--- config.mk ---
export PLATFORM = sky130hd
export DESIGN_NAME = video_region_ctrl
export DESIGN_NICKNAME = d
export VERILOG_FILES = /design/src/rtl/video_pkg.sv /design/src/rtl/video_region_cmp.sv /design/src/rtl/video_region_ctrl.sv
export SDC_FILE = /design/constraint.sdc
export NUM_CORES = 1
export LEC_CHECK = 0
export ABC_CLOCK_PERIOD_IN_PS = 8300
export BUFFER_PORTS_ARGS = -buffer_cell sky130_fd_sc_hd__buf_2
export CORE_MARGIN = 4
export CORE_UTILIZATION = 60
export DETAILED_ROUTE_END_ITERATION = 7
export PLACE_DENSITY = 0.77
export SETUP_SLACK_MARGIN = 0.4
export SLEW_MARGIN = 15
export SYNTH_ARGS = -nofsm -noshare
export SYNTH_HDL_FRONTEND = slang
export SYNTH_SLANG_ARGS = --single-unit
--- constraint.sdc ---
create_clock -name clk_i -period 8.3 [get_ports clk_i]
set_input_delay 0.415 -clock clk_i [delete_from_list [all_inputs] [get_ports clk_i]]
set_output_delay 0.415 -clock clk_i [all_outputs]
set_load 0.01 [all_outputs]
--- src/rtl/video_pkg.sv ---
// Shared types for the video region scheduler: region layout, config
// field addresses and the commit state machine encoding.
package video_pkg;

    localparam int COORD_W     = 11;
    localparam int NUM_REGIONS = 4;

    typedef logic [COORD_W-1:0] coord_t;

    typedef struct packed {
        logic       enable;
        logic [1:0] colour;
        coord_t     x_start;
        coord_t     x_end;
        coord_t     y_start;
        coord_t     y_end;
    } region_t;

    typedef enum logic [1:0] {
        X_START = 2'd0,
        X_END   = 2'd1,
        Y_START = 2'd2,
        Y_END   = 2'd3
    } field_e;

    typedef enum logic {
        IDLE    = 1'b0,
        PENDING = 1'b1
    } cfg_state_e;

endpackage

--- src/rtl/video_region_cmp.sv ---
// Single-rectangle hit test; inclusive bounds, unsigned compare.
module video_region_cmp #(
    parameter int COORD_W = 11
) (
    input  logic               enable,
    input  logic [COORD_W-1:0] x_start,
    input  logic [COORD_W-1:0] x_end,
    input  logic [COORD_W-1:0] y_start,
    input  logic [COORD_W-1:0] y_end,
    input  logic [COORD_W-1:0] x,
    input  logic [COORD_W-1:0] y,
    output logic               hit
);
    import video_pkg::*;

    // An inverted rectangle (start > end) fails one of the bounds and never hits.
    assign hit = enable
               && (x >= x_start) && (x <= x_end)
               && (y >= y_start) && (y <= y_end);

endmodule

--- src/rtl/video_region_ctrl.sv ---
// Raster tracker and prioritised region scheduler with shadowed config
// that is applied only on a vertical-blanking rising edge.
module video_region_ctrl #(
    parameter int NUM_REGIONS = 4,
    parameter int COORD_W     = 11
) (
    input  logic               clk_i,
    input  logic               rst_i,
    input  logic               cen_i,
    input  logic [3:0]         fvht_i,
    input  logic               cfg_valid_i,
    output logic               cfg_ready_o,
    input  logic [3:0]         cfg_addr_i,
    input  logic [15:0]        cfg_data_i,
    input  logic               cfg_commit_i,
    output logic               commit_done_o,
    output logic [3:0]         fvht_o,
    output logic [COORD_W-1:0] x_o,
    output logic [COORD_W-1:0] y_o,
    output logic               active_o,
    output logic               region_hit_o,
    output logic [1:0]         region_sel_o
);
    import video_pkg::*;

    logic [COORD_W-1:0]     x_cnt;
    logic [COORD_W-1:0]     y_cnt;
    logic [COORD_W-1:0]     x_cur;
    logic                   h_fall;
    logic                   h_rise;
    logic                   v_rise;
    logic                   active_cur;
    logic [NUM_REGIONS-1:0] hit;
    logic                   hit_any;
    logic [1:0]             sel;
    logic                   wr_en;
    logic                   unused_data;

    region_t    shadow_q [NUM_REGIONS];
    region_t    active_q [NUM_REGIONS];
    cfg_state_e state_q;

    // fvht_o doubles as the previous-sample register for edge detection.
    assign h_fall     = fvht_o[1] & ~fvht_i[1];
    assign h_rise     = ~fvht_o[1] & fvht_i[1];
    assign v_rise     = cen_i & fvht_i[2] & ~fvht_o[2];
    assign active_cur = ~fvht_i[1] & ~fvht_i[2];
    assign x_cur      = h_fall ? '0 : x_cnt;
    assign wr_en      = cfg_valid_i & cfg_ready_o;
    assign unused_data = ^cfg_data_i[12:11];

    for (genvar i = 0; i < NUM_REGIONS; i++) begin : g_cmp
        video_region_cmp #(
            .COORD_W(COORD_W)
        ) u_cmp (
            .enable (active_q[i].enable),
            .x_start(active_q[i].x_start),
            .x_end  (active_q[i].x_end),
            .y_start(active_q[i].y_start),
            .y_end  (active_q[i].y_end),
            .x      (x_cur),
            .y      (y_cnt),
            .hit    (hit[i])
        );
    end

    // Walk from the top so the lowest-numbered hit is the last to land.
    always_comb begin
        hit_any = 1'b0;
        sel     = 2'd0;
        for (int i = NUM_REGIONS - 1; i >= 0; i--) begin
            if (hit[i]) begin
                hit_any = 1'b1;
                sel     = active_q[i].colour;
            end
        end
    end

    always_ff @(posedge clk_i) begin
        if (rst_i) begin
            fvht_o       <= '0;
            x_cnt        <= '0;
            y_cnt        <= '0;
            x_o          <= '0;
            y_o          <= '0;
            active_o     <= 1'b0;
            region_hit_o <= 1'b0;
            region_sel_o <= 2'd0;
        end else if (cen_i) begin
            fvht_o       <= fvht_i;
            active_o     <= active_cur;
            region_hit_o <= active_cur & hit_any;
            region_sel_o <= active_cur ? sel : 2'd0;
            if (active_cur) begin
                x_o <= x_cur;
                y_o <= y_cnt;
            end
            if (h_fall) begin
                x_cnt <= COORD_W'(1);
            end else if (!fvht_i[1] && x_cnt != '1) begin
                x_cnt <= x_cnt + 1'b1;
            end
            if (fvht_i[2]) begin
                y_cnt <= '0;
            end else if (h_rise && y_cnt != '1) begin
                y_cnt <= y_cnt + 1'b1;
            end
        end
    end

    always_ff @(posedge clk_i) begin
        if (rst_i) begin
            state_q       <= IDLE;
            cfg_ready_o   <= 1'b0;
            commit_done_o <= 1'b0;
            for (int i = 0; i < NUM_REGIONS; i++) begin
                shadow_q[i] <= '0;
                active_q[i] <= '0;
            end
        end else begin
            commit_done_o <= 1'b0;
            if (wr_en) begin
                unique case (field_e'(cfg_addr_i[1:0]))
                    X_START: begin
                        shadow_q[cfg_addr_i[3:2]].x_start <= cfg_data_i[10:0];
                        shadow_q[cfg_addr_i[3:2]].enable  <= cfg_data_i[15];
                        shadow_q[cfg_addr_i[3:2]].colour  <= cfg_data_i[14:13];
                    end
                    X_END:   shadow_q[cfg_addr_i[3:2]].x_end   <= cfg_data_i[10:0];
                    Y_START: shadow_q[cfg_addr_i[3:2]].y_start <= cfg_data_i[10:0];
                    Y_END:   shadow_q[cfg_addr_i[3:2]].y_end   <= cfg_data_i[10:0];
                endcase
            end
            unique case (state_q)
                IDLE: begin
                    if (cfg_commit_i && cfg_ready_o) begin
                        state_q     <= PENDING;
                        cfg_ready_o <= 1'b0;
                    end else begin
                        cfg_ready_o <= 1'b1;
                    end
                end
                PENDING: begin
                    if (v_rise) begin
                        active_q      <= shadow_q;
                        commit_done_o <= 1'b1;
                        state_q       <= IDLE;
                    end
                end
            endcase
        end
    end

endmodule

; Word-level counts from Yosys, hierarchy flattened
; Cells that the tools add are included.
[totals]
input_bits = 29
wordCells = 164
regBits = 431
output_inout_bits = 32
[op_classes]
n_bitwise = 13
eq_ne = 5
reduce_logical = 29
magnitude_cmp = 18
mux = 38
add_sub_neg = 2
[ops]
columns = op, count
row1 = bitwise mux 188 bit, 6
row2 = case mux 188 bit (4 select lines), 1
row3 = demux 47 bit (select 2 bit), 6
row4 = greater-or-equal comparator 11 bit, 8
row5 = <= comparator 11 bit, 8
row6 = 2-to-1 mux 11 bit, 6
row7 = 2-to-1 mux 47 bit, 1
row8 = 2-to-1 mux 46 bit, 1
row9 = 2-to-1 mux 44 bit, 1
row10 = 2-to-1 mux 33 bit, 1
row11 = adder 11 x 1 -> 11 bit (second input constant), 2
row12 = 2-to-1 mux 22 bit, 1
row13 = inequality test 11 bit (second input constant), 2
row14 = logical AND 1 bit, 20
row15 = 2-to-1 mux 2 bit, 5
row16 = 2-to-1 mux 1 bit, 8
row17 = AND reduction 2 bit, 4
row18 = AND 1 bit, 7
row19 = inverter 1 bit, 5
row20 = equality test 2 bit (second input constant), 2
row21 = nonzero test 2 bit, 2
row22 = greater-or-equal comparator 3 bit (second input constant), 1
row23 = less-than comparator 3 x 1 -> 1 bit (second input constant), 1
row24 = inverter 2 -> 3 bit, 1
row25 = other kinds (5), 5

; Logic depth before layout (Yosys ltp)
[depth]
depth_word = 13
mapped_depth = 13
mapped_depth_nobuf = 12

; Cells and area by module
; From an unflattened synthesis, not the netlist that was laid out.
[unflattened]
hier_cells = 2120
hier_area_um2 = 19313.5
[by_module_without_submodules]
columns = module, n_inst, cells_each, seq_area_each_um2, area_each_um2
row1 = video_region_ctrl, 1, 1523, 8628.3, 14946.8
row2 = video_region_cmp at g_cmp[0].u_cmp ..., 3, 149, 0.0, 1089.8
row3 = video_region_cmp at g_cmp[2].u_cmp, 1, 150, 0.0, 1097.3

; Worst setup path after synthesis
; No wires, ideal clock.
[synth_timing]
path_type = input -> register
startpoint = in fvht_i[1]
endpoint = reg region_hit_o
setup_slack_ns = 5.216
t_required_ns = 8.172
setup_ns = 0.128
arrival_ns = 2.957
cell_stages = 13
n_path_buf = 2
cell_sequence = nand2b_2 -> buf_6 -> clkbuf_1 -> and2_1 -> ha_1 -> a21oi_1 -> o21ai_0 -> a21o_1 -> maj3_2 -> a2111oi_2 -> a211o_1 -> nor3b_1 -> o32ai_1
[synth_via]
elab_chain_len = 13
[synth_lines]
columns = item, line
row1 = from (decl), video_region_ctrl.sv:10  ; input logic [3:0] fvht_i,
row2 = inverter 1 bit *, video_region_ctrl.sv:44  ; assign h_fall = fvht_o[1] & ~fvht_i[1];
row3 = AND 1 bit *, video_region_ctrl.sv:44
row4 = 2-to-1 mux 11 bit *, video_region_ctrl.sv:48  ; assign x_cur = h_fall ? '0 : x_cnt;
row5 = net g_cmp[0].u_cmp.x[2], video_region_cmp.sv:10  ; input logic [COORD_W-1:0] x,
row6 = greater-or-equal comparator 11 bit, video_region_cmp.sv:18  ; && (x >= x_start) && (x <= x_end)
row7 = logical AND 1 bit (2 in a row), video_region_cmp.sv:18
row8 = logical AND 1 bit (2 in a row), video_region_cmp.sv:19  ; && (y >= y_start) && (y <= y_end);
row9 = 2-to-1 mux 1 bit (3 in a row), video_region_ctrl.sv:72  ; if (hit[i]) begin
row10 = 2-to-1 mux 1 bit *, video_region_ctrl.sv:72
row11 = AND 1 bit *, video_region_ctrl.sv:92  ; region_hit_o <= active_cur & hit_any;
row12 = to (signal assigned), video_region_ctrl.sv:92
row13 = to (decl), video_region_ctrl.sv:21  ; output logic region_hit_o,
; The timed path passes the listed nets; every way through them passes the cells marked *.
; A chain may end at the register's enable or synchronous reset.

; Worst setup path in the final report
[layout_timing]
startpoint = reg fvht_o[1]
endpoint = reg region_sel_o[1]
[layout_via]
elab_chain_len = 12
[layout_lines]
columns = item, line
row1 = from (decl), video_region_ctrl.sv:17  ; output logic [3:0] fvht_o,
row2 = from (signal assigned), video_region_ctrl.sv:90  ; fvht_o <= fvht_i;
row3 = AND 1 bit *, video_region_ctrl.sv:44
row4 = 2-to-1 mux 11 bit *, video_region_ctrl.sv:48
row5 = greater-or-equal comparator 11 bit, video_region_cmp.sv:18
row6 = logical AND 1 bit (2 in a row), video_region_cmp.sv:18
row7 = logical AND 1 bit (2 in a row), video_region_cmp.sv:19
row8 = 2-to-1 mux 2 bit (3 in a row), video_region_ctrl.sv:72
row9 = 2-to-1 mux 2 bit *, video_region_ctrl.sv:72
row10 = 2-to-1 mux 2 bit *, video_region_ctrl.sv:93  ; region_sel_o <= active_cur ? sel : 2'd0;
row11 = to (signal assigned), video_region_ctrl.sv:93
row12 = to (decl), video_region_ctrl.sv:22  ; output logic [1:0] region_sel_o
; Mark *: on every way between the ends. The rest lies on a longest branch, timed or not.

==> metrics.md <==
| Metric | Value |
|---|---|
| Run status | complete, no violations |
| Yosys top cell by area | dfxtp_1 |
| Critical Path Sink Type | register |
| Vias in the first global route | 14411 |
| Port-buffer cells | 58 |
| Gr ovfl total | 0 |
| Most common cell after layout, fill and taps aside | dfxtp_1 |
| Fin nets | 2241 |
| # fillers | 2413 |
| Met1 Use GR | 0.401 |
| Setup tns final | 0 ps |
| Fmax | 250 MHz |
| Residual DRC | 0 |
| Avg Synthesized Cell Area | 9.27 µm² |
| Hold Crit Class | in -> reg |
| Distinct cells, synth | 70 |
| Max-slew violations | 0 |
| Synthesized flop and latch total | 431 |
| Area Growth Syn to Fin | 10.5% |
| Most area-consuming cells after synthesis | dfxtp_1 (46%), ha_1 (11%), a22o_1 (8.8%), mux2i_1 (6.0%), nand2_1 (4.8%) |
| Crit path max fanout | 20 |
| Fin cells | 2474 |
| Die extent in y | 185 µm |
| LEAKAGE | 0.00806 µW |
| Slew @ Worst Pin | 1190 ps |
| Initial antenna violation count | 0 |
| Final wirelength | 50200 µm |
| Cell area after synthesis | 18900 µm² |
| Syn Nets | 2229 |
| Routability-driven placement congestion ratio | 0.885 |
| DRT antenna net count | 0 |
| Top_reg_cell synth | dfxtp_1 |
| Post-CTS Resized | 0 |
| Root buf cell | clkbuf_16 |
| Layer with the highest usage | met2 |
| H-tree depth | 2 |
| Worst EP arrival | 4460 ps |
| Inst Count DP | 2398 |
| Die area | 34300 µm² |
| Die W | 185 µm |
| Met3 Use GR | 0.0467 |
| Final Setup Violations | 0 |
| Post-synth top area share | 0.457 |
| Most frequent cells in the layout | dfxtp_1 (431), nand2_1 (240), a22o_1 (189) |
| Power density cells | 200 nW/µm² |
| DR vias/cell | 6.07 |
| Wire length of the first global-routing pass | 78500 µm |
| Total CTS buffers | 43 |
| Async S/R FF share, synth | 0 |
| RSZ-0062 raised after global routing | false |
| Router iterations before antenna repair | 5 |
| Detailed Route Iter0 Violations | 1371 |
| Crit path required time | 8760 ps |
| DR vias | 15023 |
| Row cnt | 64 |
| Core area | 30800 µm² |
| Max VDD drop | 0.147 mV |
| Register area share after synthesis | 0.457 |
| Clk sinks | 431 |
| HPWL Detailed | 31400 µm |
| GRT met2 Usage | 0.457 |
| Max-cap violations | 0 |
| Starting Density | 0.612 |
| WS Path Type | reg -> reg |
| Mapped Cells | 2035 |
| Tot GR Track Use | 0.289 |
| Clock Skews | 14.4 ps |
| Fin util | 0.676 |
| Antenna cells | 0 |
| Clock latency on the worst-skew pair | 540 ps |
| Pin count of the biggest net entering global routing | 95 |
| Post-CTS setup buffer count | 0 |
| Share of layout cells above drive strength 1 | 0.0857 |
| Hold Violations, Final | 0 |
| Final worst-path cycle share | 0.482 |
| Number of synthesized flops with an enable pin | 0 |
| Hold buffer count at cts | 0 |
| Yosys warns | 0 |
| TritonCTS clock tree | yes |
| Worst-path clk slew | 60 ps |
| I/O pins | 61 |
| Clock tree buffer depth | 3 |
| Relative slew slack | 0.204 |
| Final min period | 4000 ps |
| Drt wl/cell | 20.3 µm |
| Critical path launch point type | register |
cell usage after synthesis (7+ instances only):
| master | number |
|---|---|
| dfxtp_1 | 431 |
| nand2_1 | 240 |
| a22o_1 | 189 |
| nor2_1 | 179 |
| inv_1 | 174 |
| ha_1 | 165 |
| a21oi_1 | 149 |
| mux2i_1 | 114 |
| clkbuf_1 | 95 |
| o21ai_0 | 39 |
| nand4_1 | 27 |
| nand3_1 | 21 |
| nor3_1 | 17 |
| nor2b_1 | 13 |
| a21o_1 | 12 |
| nand2b_1 | 12 |
| buf_1 | 11 |
| xor2_1 | 10 |
| a211oi_1 | 9 |
| and2_1 | 9 |
| buf_2 | 9 |
| or3_1 | 8 |
| o211ai_1 | 7 |
| xnor2_1 | 7 |
metrics by stage:
step | hold WS [ps] | setup WS (ps) | total power (µW) | instance area, µm²
2_1_floorplan | 436 | 5220 | 2210 | 18900
4_1_cts | 107 | 4380 | 4190 | 20800
6_report | 118 | 4300 | 4170 | 20800
3_5_place_dp | 447 | 4360 | 2280 | 19400
5_1_grt | 150 | 4160 | 4290 | 20800
3_3_place_gp | 441 | 4370 | 2280 | 19400
worst paths after layout:
check / startpoint / to / slack (ps) / cells past startpoint
worst max-delay path: fvht_o[1] / region_sel_o[1] / 4300 / 11
worst min-delay path: fvht_i[0] / fvht_o[0] / 120 / 3
worst max register to register: fvht_o[1] / region_sel_o[1] / 4300 / 11
worst min register to register: register / register / 450 / 2
worst max-delay path, stage by stage, from the launching register on:
cell and delay, ps:
dfxtp_1 610, nand2b_2 420, nand2_1 700, ha_1 350, nand2b_1 140, a31oi_1 170, o21ai_0 150, maj3_2 370
a2111oi_4 460, o21ba_2 240, o21ai_0 120, o21ai_1 180
power by group:
part	total, µW	internal (µW)	switching (µW)	leakage, µW
combinational	151	31.2	119	0.00388
clock	1930	1140	789	0.000708
sequential	2080	2080	7.13	0.00347
cell type report:
type	instances	area, µm²	area share
clock buffer	65	1340	0.0643
clock inverter	11	85.1	0.00408
inverter	175	657	0.0315
multi-input combinational	1313	9160	0.439
sequential	431	8630	0.414
tap	396	495	0.0238
timing repair buffer	83	484	0.0232
cells by family (layout without fill, tap and decap cells):
| kind of cell | count (synthesis) | after routing | synth area share |
|---|---|---|---|
| AND/OR/NAND/NOR | 552 | 552 | 0.128 |
| AO/OA/AOI/OAI | 461 | 461 | 0.176 |
| XOR/XNOR | 17 | 17 | 0.00789 |
| buffers and inverters | 291 | 334 | 0.0589 |
| flip-flops | 431 | 431 | 0.457 |
| multiplexers | 114 | 114 | 0.0605 |
| adder cells (fa/ha/maj) | 169 | 169 | 0.112 |
layer usage:
metal	vias up	wire length [µm]	share of wire
li1	7086	-	-
met1	7158	21700	0.43
met2	641	22400	0.45
met3	138	4220	0.084
met4	0	1870	0.037
met5	-	0	0
No activity file was read; power rests on OpenSTA's default activity.
